<file path="config.mk">
export PLATFORM = sky130hd
export DESIGN_NAME = vote_button_capture
export DESIGN_NICKNAME = d
export VERILOG_FILES = /design/src/rtl/vote_button_capture.sv
export SDC_FILE = /design/constraint.sdc
export NUM_CORES = 1
export LEC_CHECK = 0
export ABC_AREA = 1
export BUFFER_PORTS_ARGS = -buffer_cell sky130_fd_sc_hd__buf_2
export CAP_MARGIN = 0
export CORE_ASPECT_RATIO = 0.9
export CORE_UTILIZATION = 42
export CTS_CLUSTER_DIAMETER = 80
export DETAILED_ROUTE_END_ITERATION = 10
export PLACE_DENSITY = 0.59
export SYNTH_ARGS = -nofsm -noshare
export SYNTH_HDL_FRONTEND = slang
export SYNTH_SLANG_ARGS = --single-unit
</file>
<file path="constraint.sdc">
create_clock -name clk_100MHz -period 1.6 [get_ports clk_100MHz]
set_input_delay 0.16 -clock clk_100MHz [delete_from_list [all_inputs] [get_ports clk_100MHz]]
set_output_delay 0.16 -clock clk_100MHz [all_outputs]
set_load 0.02 [all_outputs]
</file>
<file path="src/rtl/vote_button_capture.sv">
`default_nettype none
// ============================================================================
//  Module   : vote_button_capture
//  Purpose  : Synchronise and debounce candidate push-buttons, then issue one
//             candidate ID per clean press over a valid/ready handshake.
//  Revision : 1.0  initial release
// ============================================================================
module vote_button_capture #(
    parameter int NUM_BTN         = 4,
    parameter int DEBOUNCE_CYCLES = 1_000_000,
    parameter int CNT_W           = 20
) (
    input  logic               clk_100MHz,
    input  logic               reset_n,
    input  logic [NUM_BTN-1:0] btn_raw,
    input  logic               vote_enable,
    output logic               vote_valid,
    output logic [1:0]         vote_cand,
    input  logic               vote_ready,
    output logic               conflict,
    output logic [NUM_BTN-1:0] btn_db
);

    typedef enum logic [1:0] {
        S_IDLE    = 2'd0,
        S_ARMED   = 2'd1,
        S_PENDING = 2'd2,
        S_LOCKOUT = 2'd3
    } state_t;

    localparam logic [CNT_W-1:0] c_CNT_MAX = CNT_W'(DEBOUNCE_CYCLES - 1);

    logic [NUM_BTN-1:0] r_sync1;
    logic [NUM_BTN-1:0] r_sync2;
    logic [1:0]         r_warm;
    logic [CNT_W-1:0]   r_cnt [NUM_BTN];
    logic [NUM_BTN-1:0] r_btn_db;
    logic [NUM_BTN-1:0] r_btn_db_prev;
    state_t             r_state;
    state_t             w_state_nxt;
    logic [1:0]         r_cand;
    logic [1:0]         w_cand_nxt;
    logic               r_conflict;
    logic               w_conflict_nxt;
    logic [NUM_BTN-1:0] w_new_press;
    logic               w_any_press;
    logic               w_db_zero;
    logic               w_db_one;
    logic [1:0]         w_idx;

    always_ff @(posedge clk_100MHz or negedge reset_n) begin
        if (!reset_n) begin
            r_sync1 <= '0;
            r_sync2 <= '0;
            r_warm  <= '0;
        end else begin
            r_sync1 <= btn_raw;
            r_sync2 <= r_sync1;
            r_warm  <= {r_warm[0], 1'b1};
        end
    end

    always_ff @(posedge clk_100MHz or negedge reset_n) begin
        if (!reset_n) begin
            for (int i = 0; i < NUM_BTN; i++) begin
                r_cnt[i] <= '0;
            end
            r_btn_db      <= '0;
            r_btn_db_prev <= '0;
        end else begin
            r_btn_db_prev <= r_btn_db;
            for (int i = 0; i < NUM_BTN; i++) begin
                if (r_sync2[i] == r_btn_db[i]) begin
                    r_cnt[i] <= '0;
                end else if (r_cnt[i] == c_CNT_MAX) begin
                    r_cnt[i]    <= '0;
                    r_btn_db[i] <= ~r_btn_db[i];
                end else begin
                    r_cnt[i] <= r_cnt[i] + CNT_W'(1);
                end
            end
        end
    end

    assign w_new_press = r_btn_db & ~r_btn_db_prev;
    assign w_any_press = |w_new_press;
    assign w_db_zero   = (r_btn_db == '0);
    assign w_db_one    = !w_db_zero && ((r_btn_db & (r_btn_db - NUM_BTN'(1))) == '0);

    always_comb begin
        w_idx = '0;
        for (int i = NUM_BTN - 1; i >= 0; i--) begin
            if (r_btn_db[i]) begin
                w_idx = 2'(i);
            end
        end
    end

    always_ff @(posedge clk_100MHz or negedge reset_n) begin
        if (!reset_n) begin
            r_state    <= S_IDLE;
            r_cand     <= '0;
            r_conflict <= 1'b0;
        end else begin
            r_state    <= w_state_nxt;
            r_cand     <= w_cand_nxt;
            r_conflict <= w_conflict_nxt;
        end
    end

    always_comb begin
        w_state_nxt    = r_state;
        w_cand_nxt     = r_cand;
        w_conflict_nxt = 1'b0;
        case (r_state)
            // A button already held (even still in the synchroniser) must be
            // released before arming, so it cannot become a vote later.
            S_IDLE: begin
                if (vote_enable && w_db_zero && (r_sync2 == '0) && r_warm[1]) begin
                    w_state_nxt = S_ARMED;
                end
            end
            S_ARMED: begin
                if (!vote_enable) begin
                    w_state_nxt = S_IDLE;
                end else if (w_any_press && w_db_one) begin
                    w_cand_nxt  = w_idx;
                    w_state_nxt = S_PENDING;
                end else if (w_any_press) begin
                    w_conflict_nxt = 1'b1;
                    w_state_nxt    = S_LOCKOUT;
                end
            end
            S_PENDING: begin
                if (vote_ready) begin
                    w_state_nxt = S_LOCKOUT;
                end
            end
            S_LOCKOUT: begin
                if (w_db_zero) begin
                    w_state_nxt = vote_enable ? S_ARMED : S_IDLE;
                end
            end
            default: w_state_nxt = S_IDLE;
        endcase
    end

    assign vote_valid = (r_state == S_PENDING);
    assign vote_cand  = r_cand;
    assign conflict   = r_conflict;
    assign btn_db     = r_btn_db;

endmodule
`default_nettype wire

</file>
---- Word level (Yosys, flattened, before mapping) ----
Index checks and enable logic that the tools add are counted.
W data, S select, Z words.
word-level totals
  register bits after elaboration ......... 103
  bits of input ports ..................... 8
operators by class
  add/subtract/negate cells ............... 5
  equal/unequal tests ..................... 15
  muxes and demuxes ....................... 24
  bitwise logic cells ..................... 11
  reduce and logical (&&, ||, !) cells .... 17
operators with widths
  cell                     count
  $mux W20                 8
  $add A20 B1 Y20 const B  4
  $eq A20 B20 Y1 const B   4
  $mux W2                  10
  $logic_not A4 Y1         3
  $and A4 B4 Y4            2
  $not A1 Y1               8
  $pmux W2 S4              1
  $reduce_and A2 Y1        4
  $logic_and A1 B1 Y1      5
  $mux W1                  5
  $eq A1 B1 Y1             4
  $eq A2 B2 Y1 const B     2
  $ne A2 B2 Y1 const B     2
  $ne A4 B4 Y1 const B     1
  $not A4 Y4               1
  $reduce_and A4 Y1        1
  $reduce_or A4 Y1         1
  $sub A4 B1 Y4 const B    1
  $reduce_and A3 Y1        1
  $eq A2 B1 Y1 const B     1
  $logic_not A2 Y1         1
  $ne A2 B1 Y1 const B     1
  $logic_not A1 Y1         1

---- Longest topological paths before layout ----
Gate-level depths: netlist (run 1).
  depth after elaboration ................. 8
  gate-level depth with buffers ........... 10
  depth with buffers taken out ............ 10

---- Worst setup path after synthesis (run 1) ----
No wires, ideal clock.
  path kind ............................... register to register
  start ................................... reg r_btn_db[2], in the netlist btn_db[2]
  end ..................................... reg r_cnt[34] (netlist name)
  library setup time ...................... 121 ps
  arrival time ............................ 1,366 ps
  required time ........................... 1,479 ps
  setup slack ............................. 113 ps
  stages on the path, launching flop included .. 8
  path buffers ............................ 1
  clock period less this slack ............ 1,487 ps
  cell sequence ........................... dfrtp_1 > buf_6 > xnor2_1 > inv_1 > nand2_4 > inv_4 > nand2_1 > nor2_1
on the way
  longest elaborated chain between the ends .. 2
RTL lines
  item                               line  source
  from (decl)                        37    logic [NUM_BTN-1:0] r_btn_db;
  from (signal, indexed assignment)  77    r_btn_db[i] <= ~r_btn_db[i];
  $eq A1 B1 Y1                       73    if (r_sync2[i] == r_btn_db[i]) begin
  $mux W20                           73
  to (signal, indexed assignment)    79    r_cnt[i] <= r_cnt[i] + CNT_W'(1);
  to (decl)                          36    logic [CNT_W-1:0] r_cnt [NUM_BTN];
No other way between the ends.
A chain may end at the register's enable or synchronous reset.

---- Worst setup path after layout (run 1) ----
  start ................................... reg r_cnt[0] (netlist name)
  end ..................................... reg r_cnt[10] (netlist name)
on the way
  longest elaborated chain between the ends .. 3
  elaborated cells on any way between the ends .. 4
  classes of those cells .................. 1 x add/sub; 1 x eq/ne; 2 x mux
RTL lines
  item                                               line    source
  $add A20 B1 Y20 or $eq A20 B20 Y1 (tied branches)  79, 75
  $mux W20 (*)                                       75      end else if (r_cnt[i] == c_CNT_MAX) begin
  $mux W20 (*)                                       73
Mark *: on every way between the ends. The rest lies on a longest branch, timed or not.

==> metrics.csv, run 1 <==
stage,metric,value,unit
floorplan,CORE AREA,12100,µm²
placement,Place WS,0.00510,ns
cells_and_area,# fillers,1171,
worst_setup_path,max incr delay on CP,0.41,ns
grt,initial antenna violation count,0,
worst_setup_path,Setup CP Type,reg -> reg,
clock_tree,Root Buffer,clkbuf_16,
route,Post-Route WL,10300,µm
floorplan,Initial Utilization,43.4,%
worst_setup_path,CP endpoint kind,flip-flop,
synth,Mean Syn Cell Area,7.93,µm²
placement,# port buffers,15,
power_and_ir_drop,power density over the cells,866,nW/µm²
clock_tree,clk slew on worst S/H paths,0.07,ns
route,post-route ant nets,0,
route,DR pass1 iterations,4,
sta,skew final,0.00556,ns
synth,main combinational cell family by area after synthesis,simple AND/OR/NAND/NOR gates,
floorplan,Die Y,108,µm
route,# DRC,0,
floorplan,io pins,16,
placement,area post-placement,5620,µm²
sta,"Hold Violations, Final",0,
synth,Syn Nets,676,
cells_and_area,antenna cells,0,
synth,Post-Synth Simple-Gate Area,33.8,%
synth,"top cells by count, synth","164 x nor2_1, 148 x nand2_1, 103 x dfrtp_1",
sta,RSZ-0062 raised after global routing,false,
synth,Synth top area share,48.9,%
grt,GRT Util Overall,17.9,%
worst_setup_path,critical path data arrival time,1.74,ns
synth,post-synthesis cell count,664,
worst_setup_path,Reg2Reg Depth,6,
hold_path,worst hold path depth,3,
worst_setup_path,WP data required,1.83,ns
synth,synth top area cells,"dfrtp_1 49%, nor2_1 12%, nand2_1 11%",
worst_setup_path,Buf/Inv on CP,1,
flow_run,Max Cap Violations,0,
synth,Post-Synth Adder-Cell Area,0.950,%
synth,Async SR Flop Fraction,100,%
cells_and_area,Final #Nets,718,
synth,Synth Register Bits,103,
floorplan,Die W,120,µm
sta,Final setup viols,0,
grt,vias in the first global route,4065,
grt,first-pass GRT wire length,18500,µm
cells_and_area,Synth-to-Final Area Change,14.5,%
clock_tree,clk_lat worst skew,0.34,ns
sta,Final Max Slew Viols,0,
clock_tree,CTS Buffer Depth,2,
worst_setup_path,crit path cell chain,ha_4 -> nand3_4 -> nor3_4 -> buf_4 -> a21oi_1 -> nor3b_1,
floorplan,num rows,38,
synth,Syn Std Cell Area,5270,µm²
sta,sum of negative setup slack,0,ns
synth,most used flip-flop cell after synthesis,dfrtp_1,
grt,total gr overflow,0,
grt,largest net degree at the start of global routing,41,
route,DR vias,4109,
worst_setup_path,crit path max fanout,5,
synth,"count leader, synth",nor2_1,
synth,leading area contributor after synthesis,dfrtp_1,
hold_path,hold crit path type,in -> reg,
placement,Placer Congestion,0.870,
cells_and_area,fin area,6030,µm²
status,status,"finished, final reports clean",
worst_setup_path,Worst Setup Start Kind,flip-flop,
power_and_ir_drop,LEAKAGE,2.69,nW
floorplan,die footprint,13000,µm²
clock_tree,Clock H-tree levels,3,
sta,Max Clk Rate,666,MHz
synth,Post-synth EDFFs,0,
synth,sequential area share after synthesis,48.9,%
synth,"Distinct cells, synth",33,
worst_setup_path,WP depth,6,
sta,final worst slack,0.0984,ns
worst_setup_path,Crit path max-delay family,simple AND/OR/NAND/NOR gates,
power_and_ir_drop,maximum VDD drop,0.563,mV
route,Vias/cell,4.72,
sta,min Tclk post-route,1.50,ns
worst_setup_path,Crit-path slowest cell,dfrtp_1,
route,wire per inst,11.8,µm
route,initial detailed-routing violation count,252,
placement,hpwl dp,7540,µm
clock_tree,Sink Count,103,
synth,mux contribution to synthesized area,0,%
clock_tree,Num CTS Buffers,9,
synth,Synth Area in XOR/XNOR,7.46,%
cells_and_area,layout cells sized above 1,11.8,%
clock_tree,CTS tree,built,
synth,Syn. warnings,0,
synth,Synth Area in Compound Gates,3.23,%
sta,final worst path period share,93.8,%
report_power, final:
group	switching (mW)	internal [mW]	leakage, nW
logic	0.239	0.128	1.14
registers	0.0455	2.66	1.40
clock network	0.986	1.16	0.142
final cells by class:
cell class / instances / area (µm²) / area share (%)
flip-flops and latches: 103 / 2580 / 42.7
inverters: 73 / 280 / 4.65
clock buffers: 12 / 256 / 4.25
well taps: 160 / 200 / 3.32
multi-input cells: 487 / 2450 / 40.6
repair buffers: 32 / 230 / 3.82
clock inverters: 4 / 36.3 / 0.602
timing repair:
action                                  in CTS  in global routing
gates resized for setup                      1                 10
endpoints found under the setup margin       3                 18
gates cloned                                 1                  0
setup buffers                                0                  2
hold endpoints to repair                    26                  0
hold buffers                                 5                  0
pin swaps                                    1                  1
cell families after synthesis:
family                   after synthesis
AO/OA/AOI/OAI                         33
XOR/XNOR                              44
flip-flops                           103
adder cells (fa/ha/maj)                4
other                                  1
buffers and inverters                 75
AND/OR/NAND/NOR                      404
worst paths after layout:
| kind | start | endpoint | slack, ns |
|---|---|---|---|
| hold reg to reg | r_warm[0] | r_warm[1] | 0.35 |
| hold / removal | vote_enable | conflict | 0.12 |
| setup / recovery | r_cnt[0] | r_cnt[10] | 0.1 |
| max in group asynchronous | reset_n | r_cnt[73] | 0.78 |
| min in group asynchronous | reset_n | r_cnt[56] | 0.27 |
| setup reg to reg | r_cnt[0] | r_cnt[10] | 0.1 |
stage by stage:
stage	hold slack [ns]	total power, mW	util [%]	instances
finish	0.118	5.22	49.8	871
global placement	0.105	3.09	46.3	847
floorplan	-0.136	2.96	-	664
detailed placement	0.0991	3.11	46.3	847
CTS	0.0957	5.32	49.2	869
global route	0.104	5.47	49.8	871
state kept, by name, indices dropped and copies added, names as in the netlist, named ones only:
register       cells
conflict           1
r_sync2            4
r_warm             2
r_btn_db_prev      4
r_cnt             80
r_sync1            4
btn_db             4
r_state            1
vote_cand          2
metal layers:
metal	part of all wire (%)	wire [µm]	global-route usage, %
met5	0	0	0
met4	0.96	99	5.09
met3	2.9	298	3.96
met2	46	4760	29.9
met1	50	5140	23.4
placed cells by master, fill, tap and decap left out, drive strengths merged:
master / instances
nand2: 160
o21ai: 9
a31oi: 2
nand3: 37
inv: 75
buf: 27
dfrtp: 103
nor2b: 1
nor3b: 2
nand4: 4
dlygate4sd3: 5
nor3: 20
nand3b: 5
a21oi: 21
clkinvlp: 2
xor2: 23
conb: 1
xnor2: 21
nor2: 176
ha: 4
clkbuf: 12
o211ai: 1
worst register-to-register path: stages, from the launching register on:
cell and delay [ns]:
dfrtp_1 0.41, ha_4 0.18, nand3_4 0.11, nor3_4 0.24, buf_4 0.15, a21oi_1 0.05
nor3b_1 0.25
No activity file was read; power rests on OpenSTA's default activity.
==> run 2: changes to the inputs <==
clock period = 1.4 ns   (was 1.6 ns; I/O delays follow)
==> metrics.csv, run 2 (synthesized netlist as in run 1, its figures left out) <==
stage,metric,value,unit,change
floorplan,CORE AREA,12100,µm²,unchanged
cells_and_area,multi-input logic area,2750,µm²,was 2450 µm²
clock_tree,Num CTS Buffers,9,,unchanged
power_and_ir_drop,LEAKAGE,3.16,nW,was 2.69 nW
clock_tree,CTS tree,built,,unchanged
power_and_ir_drop,Power Internal,4.50,mW,was 3.95 mW
flow_run,Max Cap Violations,0,,unchanged
sta,Final setup viols,15,,was 0
grt,met2 usage,31.3,%,was 29.9%
status,violated checks,setup timing,,
cells_and_area,most flop-heavy register,r_cnt,,unchanged
worst_setup_path,worst setup path start,r_cnt[1],,was r_cnt[0]
cells_and_area,fin area,6920,µm²,was 6030 µm²
grt,total gr overflow,0,,unchanged
placement,hpwl dp,8010,µm,was 7540 µm
power_and_ir_drop,clock power share,39.5,%,was 41.2%
cells_and_area,layout cells sized above 1,28.5,%,was 11.8%
power_and_ir_drop,sequential share of power,52.0,%,was 51.8%
worst_setup_path,reg2reg start,r_cnt[1],,was r_cnt[0]
worst_setup_path,crit path max fanout,5,,unchanged
clock_tree,Root Buffer,clkbuf_16,,unchanged
clock_tree,Clock H-tree levels,3,,unchanged
grt,GRT Util Overall,19.2,%,was 17.9%
placement,# port buffers,15,,unchanged
route,wire per inst,12.3,µm,was 11.8 µm
floorplan,Initial Utilization,43.4,%,unchanged
floorplan,num rows,38,,unchanged
power_and_ir_drop,maximum VDD drop,0.551,mV,was 0.563 mV
grt,met1 usage,25.2,%,was 23.4%
power_and_ir_drop,power density over the cells,860,nW/µm²,was 866 nW/µm²
floorplan,Die W,120,µm,unchanged
sta,min Tclk post-route,1.47,ns,was 1.50 ns
route,DR pass1 iterations,4,,unchanged
route,Post-Route WL,11500,µm,was 10300 µm
cells_and_area,fin util,57.1,%,was 49.8%
sta,Final Max Slew Viols,0,,unchanged
grt,GR met3 Demand/Resource,5.01,%,was 3.96%
clock_tree,clk_lat worst skew,0.35,ns,was 0.34 ns
power_and_ir_drop,sw frac,24.4,%,was 24.3%
sta,RSZ-0062 raised after global routing,true,,was false
route,post-route ant nets,0,,unchanged
route,initial detailed-routing violation count,225,,was 252
power_and_ir_drop,Final Total Pwr,5.95,mW,was 5.22 mW
grt,vias in the first global route,4346,,was 4065
status,status,finished with violations,,"was finished, final reports clean"
cells_and_area,# fillers,1119,,was 1171
power_and_ir_drop,Gate power share,8.5,%,was 7.0%
clock_tree,clk slew on worst S/H paths,0.07,ns,about the same
grt,largest net degree at the start of global routing,40,,was 41
route,Vias/cell,4.71,,was 4.72
worst_setup_path,Worst Setup Start Kind,flip-flop,,unchanged
placement,Place WS,-0.100,ns,was 0.00510 ns
cells_and_area,"commonest non-fill, non-tap cell in the layout",nor2_1,,unchanged
grt,initial antenna violation count,0,,unchanged
placement,Placer Congestion,0.880,,was 0.870
hold_path,min-delay src,vote_enable,,unchanged
sta,skew final,0.00548,ns,was 0.00556 ns
floorplan,Die Y,108,µm,unchanged
floorplan,io pins,16,,unchanged
cells_and_area,antenna cells,0,,unchanged
sta,final worst slack,-0.0696,ns,was 0.0984 ns
cells_and_area,Synth-to-Final Area Change,31.5,%,was 14.5%
route,DR vias,4441,,was 4109
route,# DRC,0,,unchanged
sta,"Hold Violations, Final",0,,unchanged
floorplan,die footprint,13000,µm²,unchanged
grt,first-pass GRT wire length,19700,µm,was 18500 µm
grt,grt peak-use layer,met2,,unchanged
worst_setup_path,Setup CP Type,reg -> reg,,unchanged
cells_and_area,Final #Nets,789,,was 718
worst_setup_path,WP data required,1.65,ns,was 1.83 ns
worst_setup_path,CP endpoint kind,flip-flop,,unchanged
placement,area post-placement,6000,µm²,was 5620 µm²
sta,Max Clk Rate,680,MHz,was 666 MHz
worst_setup_path,critical path data arrival time,1.72,ns,was 1.74 ns
cells_and_area,"commonest non-fill, non-tap cells in the layout","133 x nor2_1, 130 x nand2_1, 96 x dfrtp_1",,"was 162 x nor2_1, 147 x nand2_1, 103 x dfrtp_1"
hold_path,hold crit path type,in -> reg,,unchanged
clock_tree,CTS Buffer Depth,2,,unchanged
cells_and_area,max reg flops,80,,unchanged
clock_tree,Sink Count,103,,unchanged
sta,final worst path period share,105,%,was 93.8%
power_and_ir_drop,net switching power figure,1.45,mW,was 1.27 mW
cells_and_area,register area,2590,µm²,was 2580 µm²
-- run 2: cell types whose count changed in the layout (fill, tap and decap cells not counted), moves of 7 or more --
| cell | delta |
|---|---|
| nor2_2 | +18 |
| nand2_1 | -17 |
| dfrtp_2 | +7 |
| nand2_4 | +7 |
| dfrtp_1 | -7 |
| buf_6 | +7 |
| buf_4 | +62 |
| nand2_2 | +10 |
| nor2_1 | -29 |
| nor2_4 | +11 |
-- run 2: metrics by stage --
step / instances / hold WS (ns) / setup TNS [ns]
CTS: 920 / 0.0537 / -0.143
detailed placement: 893 / 0.0259 / -0.525
global placement: 893 / 0.0219 / -0.0590
floorplan: 664 / -0.156 / 0
global route: 942 / 0.0892 / -3.01
finish: 942 / 0.0733 / -0.452
-- run 2: path summary, 6_finish.rpt --
path,slack (ns),cells after the start,endpoint
max,-0.07,8,r_cnt[18]
max in group asynchronous,0.72,3,r_cnt[26]
max reg2reg,-0.07,8,r_cnt[18]
min,0.07,3,conflict
min reg2reg,0.35,0,r_sync2[1]
min in group asynchronous,0.19,2,r_cnt[42]
-- run 2: power groups by stage --
stage / registers [mW] / logic [mW] / clock network [mW]
3_5_place_dp: 3.15 / 0.437 / 0
3_3_place_gp: 3.14 / 0.423 / 0
5_1_grt: 3.10 / 0.582 / 2.56
6_report: 3.10 / 0.505 / 2.35
2_1_floorplan: 3.14 / 0.250 / 0
4_1_cts: 3.09 / 0.463 / 2.44
-- run 2: final cells by class --
| type | count | share of cell area (%) |
|---|---|---|
| timing repair buffer | 103 | 12.0 |
| multi-input combinational | 487 | 39.7 |
| sequential | 103 | 37.4 |
| tap | 160 | 2.89 |
| inverter | 73 | 4.10 |
| clock buffer | 11 | 3.51 |
| clock inverter | 5 | 0.470 |
-- run 2: worst max-delay path: stages (launching register included) --
cell and delay [ns]:
dfrtp_1 0.40, ha_4 0.17, nand3_4 0.11, nor3_4 0.24
nand3_4 0.14, nand2_4 0.14, inv_4 0.05, nand2_1 0.07
nor2_1 0.04
-- run 2: layer usage --
layer / vias up / part of all wire, %
met2: 45 / 49
met4: 0 / 1.2
met5: - / 0
li1: 2280 / -
met1: 2106 / 47
met3: 10 / 2.8
-- run 2: what timing repair did --
action,4_1_cts,5_1_grt
gates cloned,1,0
resized for setup,10,100
hold buffers,5,0
buffers inserted,5,22
hold endpoints to repair,107,0
endpoints found under the setup margin,24,62
pin swaps,5,31
==> run 3: changes to the inputs <==
SKIP_CTS_REPAIR_TIMING = 1   (was not set)
==> metrics.csv, run 3 (synthesized netlist as in run 1, its figures left out) <==
stage,metric,value,unit,change
status,status,finished with violations,,unchanged
status,violated checks,setup timing,,unchanged
worst_setup_path,Crit-path slowest cell,dfrtp_1,,unchanged
grt,met2 usage,30.5,%,was 31.3%
placement,Place WS,-0.100,ns,unchanged
clock_tree,Num CTS Buffers,9,,unchanged
clock_tree,Sink Count,103,,unchanged
sta,Final setup viols,14,,was 15
clock_tree,Clock H-tree levels,3,,unchanged
cells_and_area,register area,2580,µm²,was 2590 µm²
worst_setup_path,crit path max fanout,4,,was 5
placement,Placer Congestion,0.880,,unchanged
placement,area post-placement,6000,µm²,unchanged
grt,initial antenna violation count,0,,unchanged
power_and_ir_drop,Final Total Pwr,5.97,mW,was 5.95 mW
floorplan,CORE AREA,12100,µm²,unchanged
cells_and_area,layout cells sized above 1,29.0,%,was 28.5%
sta,final worst path period share,104,%,was 105%
placement,hpwl dp,8010,µm,unchanged
route,DR vias,4469,,was 4441
grt,vias in the first global route,4291,,was 4346
cells_and_area,"commonest non-fill, non-tap cells in the layout","132 x nand2_1, 132 x nor2_1, 99 x dfrtp_1",,"was 133 x nor2_1, 130 x nand2_1, 96 x dfrtp_1"
clock_tree,clk_lat worst skew,0.35,ns,about the same
clock_tree,CTS tree,built,,unchanged
worst_setup_path,WP data required,1.69,ns,was 1.65 ns
cells_and_area,fin util,57.5,%,was 57.1%
floorplan,die footprint,13000,µm²,unchanged
floorplan,io pins,16,,unchanged
route,Vias/cell,4.74,,was 4.71
cells_and_area,fin area,6970,µm²,was 6920 µm²
placement,# port buffers,15,,unchanged
cells_and_area,antenna cells,0,,unchanged
clock_tree,CTS Buffer Depth,2,,unchanged
cells_and_area,max reg flops,80,,unchanged
route,Post-Route WL,11500,µm,about the same
clock_tree,Root Buffer,clkbuf_16,,unchanged
route,initial detailed-routing violation count,249,,was 225
hold_path,hold crit path type,in -> reg,,unchanged
power_and_ir_drop,LEAKAGE,3.17,nW,was 3.16 nW
grt,grt peak-use layer,met2,,unchanged
worst_setup_path,max incr delay on CP,0.39,ns,was 0.40 ns
sta,final worst slack,-0.0564,ns,was -0.0696 ns
sta,skew final,0.00601,ns,was 0.00548 ns
floorplan,Initial Utilization,43.4,%,unchanged
flow_run,Max Cap Violations,0,,unchanged
sta,min Tclk post-route,1.46,ns,was 1.47 ns
clock_tree,clk slew on worst S/H paths,0.07,ns,about the same
power_and_ir_drop,power density over the cells,856,nW/µm²,was 860 nW/µm²
cells_and_area,multi-input logic area,2780,µm²,was 2750 µm²
cells_and_area,most flop-heavy register,r_cnt,,unchanged
sta,sum of negative setup slack,-0.452,ns,about the same
sta,Max Clk Rate,687,MHz,was 680 MHz
grt,largest net degree at the start of global routing,40,,unchanged
route,DR pass1 iterations,4,,unchanged
sta,Final Max Slew Viols,0,,unchanged
sta,"Hold Violations, Final",0,,unchanged
route,# DRC,0,,unchanged
floorplan,num rows,38,,unchanged
route,wire per inst,12.2,µm,was 12.3 µm
route,post-route ant nets,0,,unchanged
sta,RSZ-0062 raised after global routing,true,,unchanged
worst_setup_path,Setup CP Type,reg -> reg,,unchanged
grt,first-pass GRT wire length,19300,µm,was 19700 µm
grt,met1 usage,25.0,%,was 25.2%
worst_setup_path,CP endpoint kind,flip-flop,,unchanged
cells_and_area,Synth-to-Final Area Change,32.4,%,was 31.5%
grt,GRT Util Overall,18.9,%,was 19.2%
cells_and_area,Final #Nets,789,,unchanged
floorplan,Die W,120,µm,unchanged
cells_and_area,# fillers,1096,,was 1119
power_and_ir_drop,maximum VDD drop,0.551,mV,about the same
floorplan,Die Y,108,µm,unchanged
worst_setup_path,critical path data arrival time,1.75,ns,was 1.72 ns
worst_setup_path,Worst Setup Start Kind,flip-flop,,unchanged
worst_setup_path,crit path cell chain,ha_4 -> nand3_4 -> nor3_4 -> buf_4 -> nand4_1 -> nand2_1 -> inv_1 -> nor2_1,,was ha_4 -> nand3_4 -> nor3_4 -> nand3_4 -> nand2_4 -> inv_4 -> nand2_1 -> nor2_1
grt,total gr overflow,0,,unchanged
grt,GR met3 Demand/Resource,5.01,%,unchanged
==> run 3: changes by cell type in the layout (fill, tap and decap cells not counted), sizes merged <==
cell,previous run,this run
buf,98,99
nand2,160,159
==> run 3: critical path, delay by kind of cell (launching register included) <==
kind	cells	cell delay (ns)
adders and majority gates	1	0.17
buffers and inverters	2	0.20
and+or+nand+nor	5	0.63
DFF	1	0.39
==> run 3: worst paths after layout <==
check,from,endpoint,slack (ns),depth (start not counted)
min reg2reg,r_sync1[1],r_sync2[1],0.35,0
min,vote_enable,conflict,0.07,3
max in group asynchronous,reset_n,btn_db[1],0.73,3
max reg2reg,r_cnt[1],r_cnt[18],-0.06,8
min in group asynchronous,reset_n,r_cnt[58],0.20,2
max,r_cnt[1],r_cnt[18],-0.06,8
==> run 3: stage by stage <==
step                      std cells  hold slack, ns
after floorplan                 664          -0.156
after global placement          893          0.0219
after detailed placement        893          0.0259
after CTS                       909          -0.360
after global routing            942          0.0892
final                           942          0.0744
==> run 3: per-layer routing <==
layer | vias up | routed length [µm]
met5 | - | 0
met2 | 51 | 5530
met1 | 2128 | 5460
met3 | 12 | 320
met4 | 0 | 145
li1 | 2278 | -
==> run 3: cell type report <==
type                       instances  area share (%)
tap                              160            2.87
timing repair buffer             104            12.2
clock inverter                     5           0.467
clock buffer                      11            3.48
sequential                       103            37.0
inverter                          73            4.07
multi-input combinational        486            39.8
==> run 3: power by group <==
| group | internal [mW] | leakage, nW | switching (mW) |
|---|---|---|---|
| sequential | 3.04 | 1.40 | 0.0543 |
| clock | 1.26 | 0.140 | 1.11 |
| combinational | 0.207 | 1.64 | 0.304 |
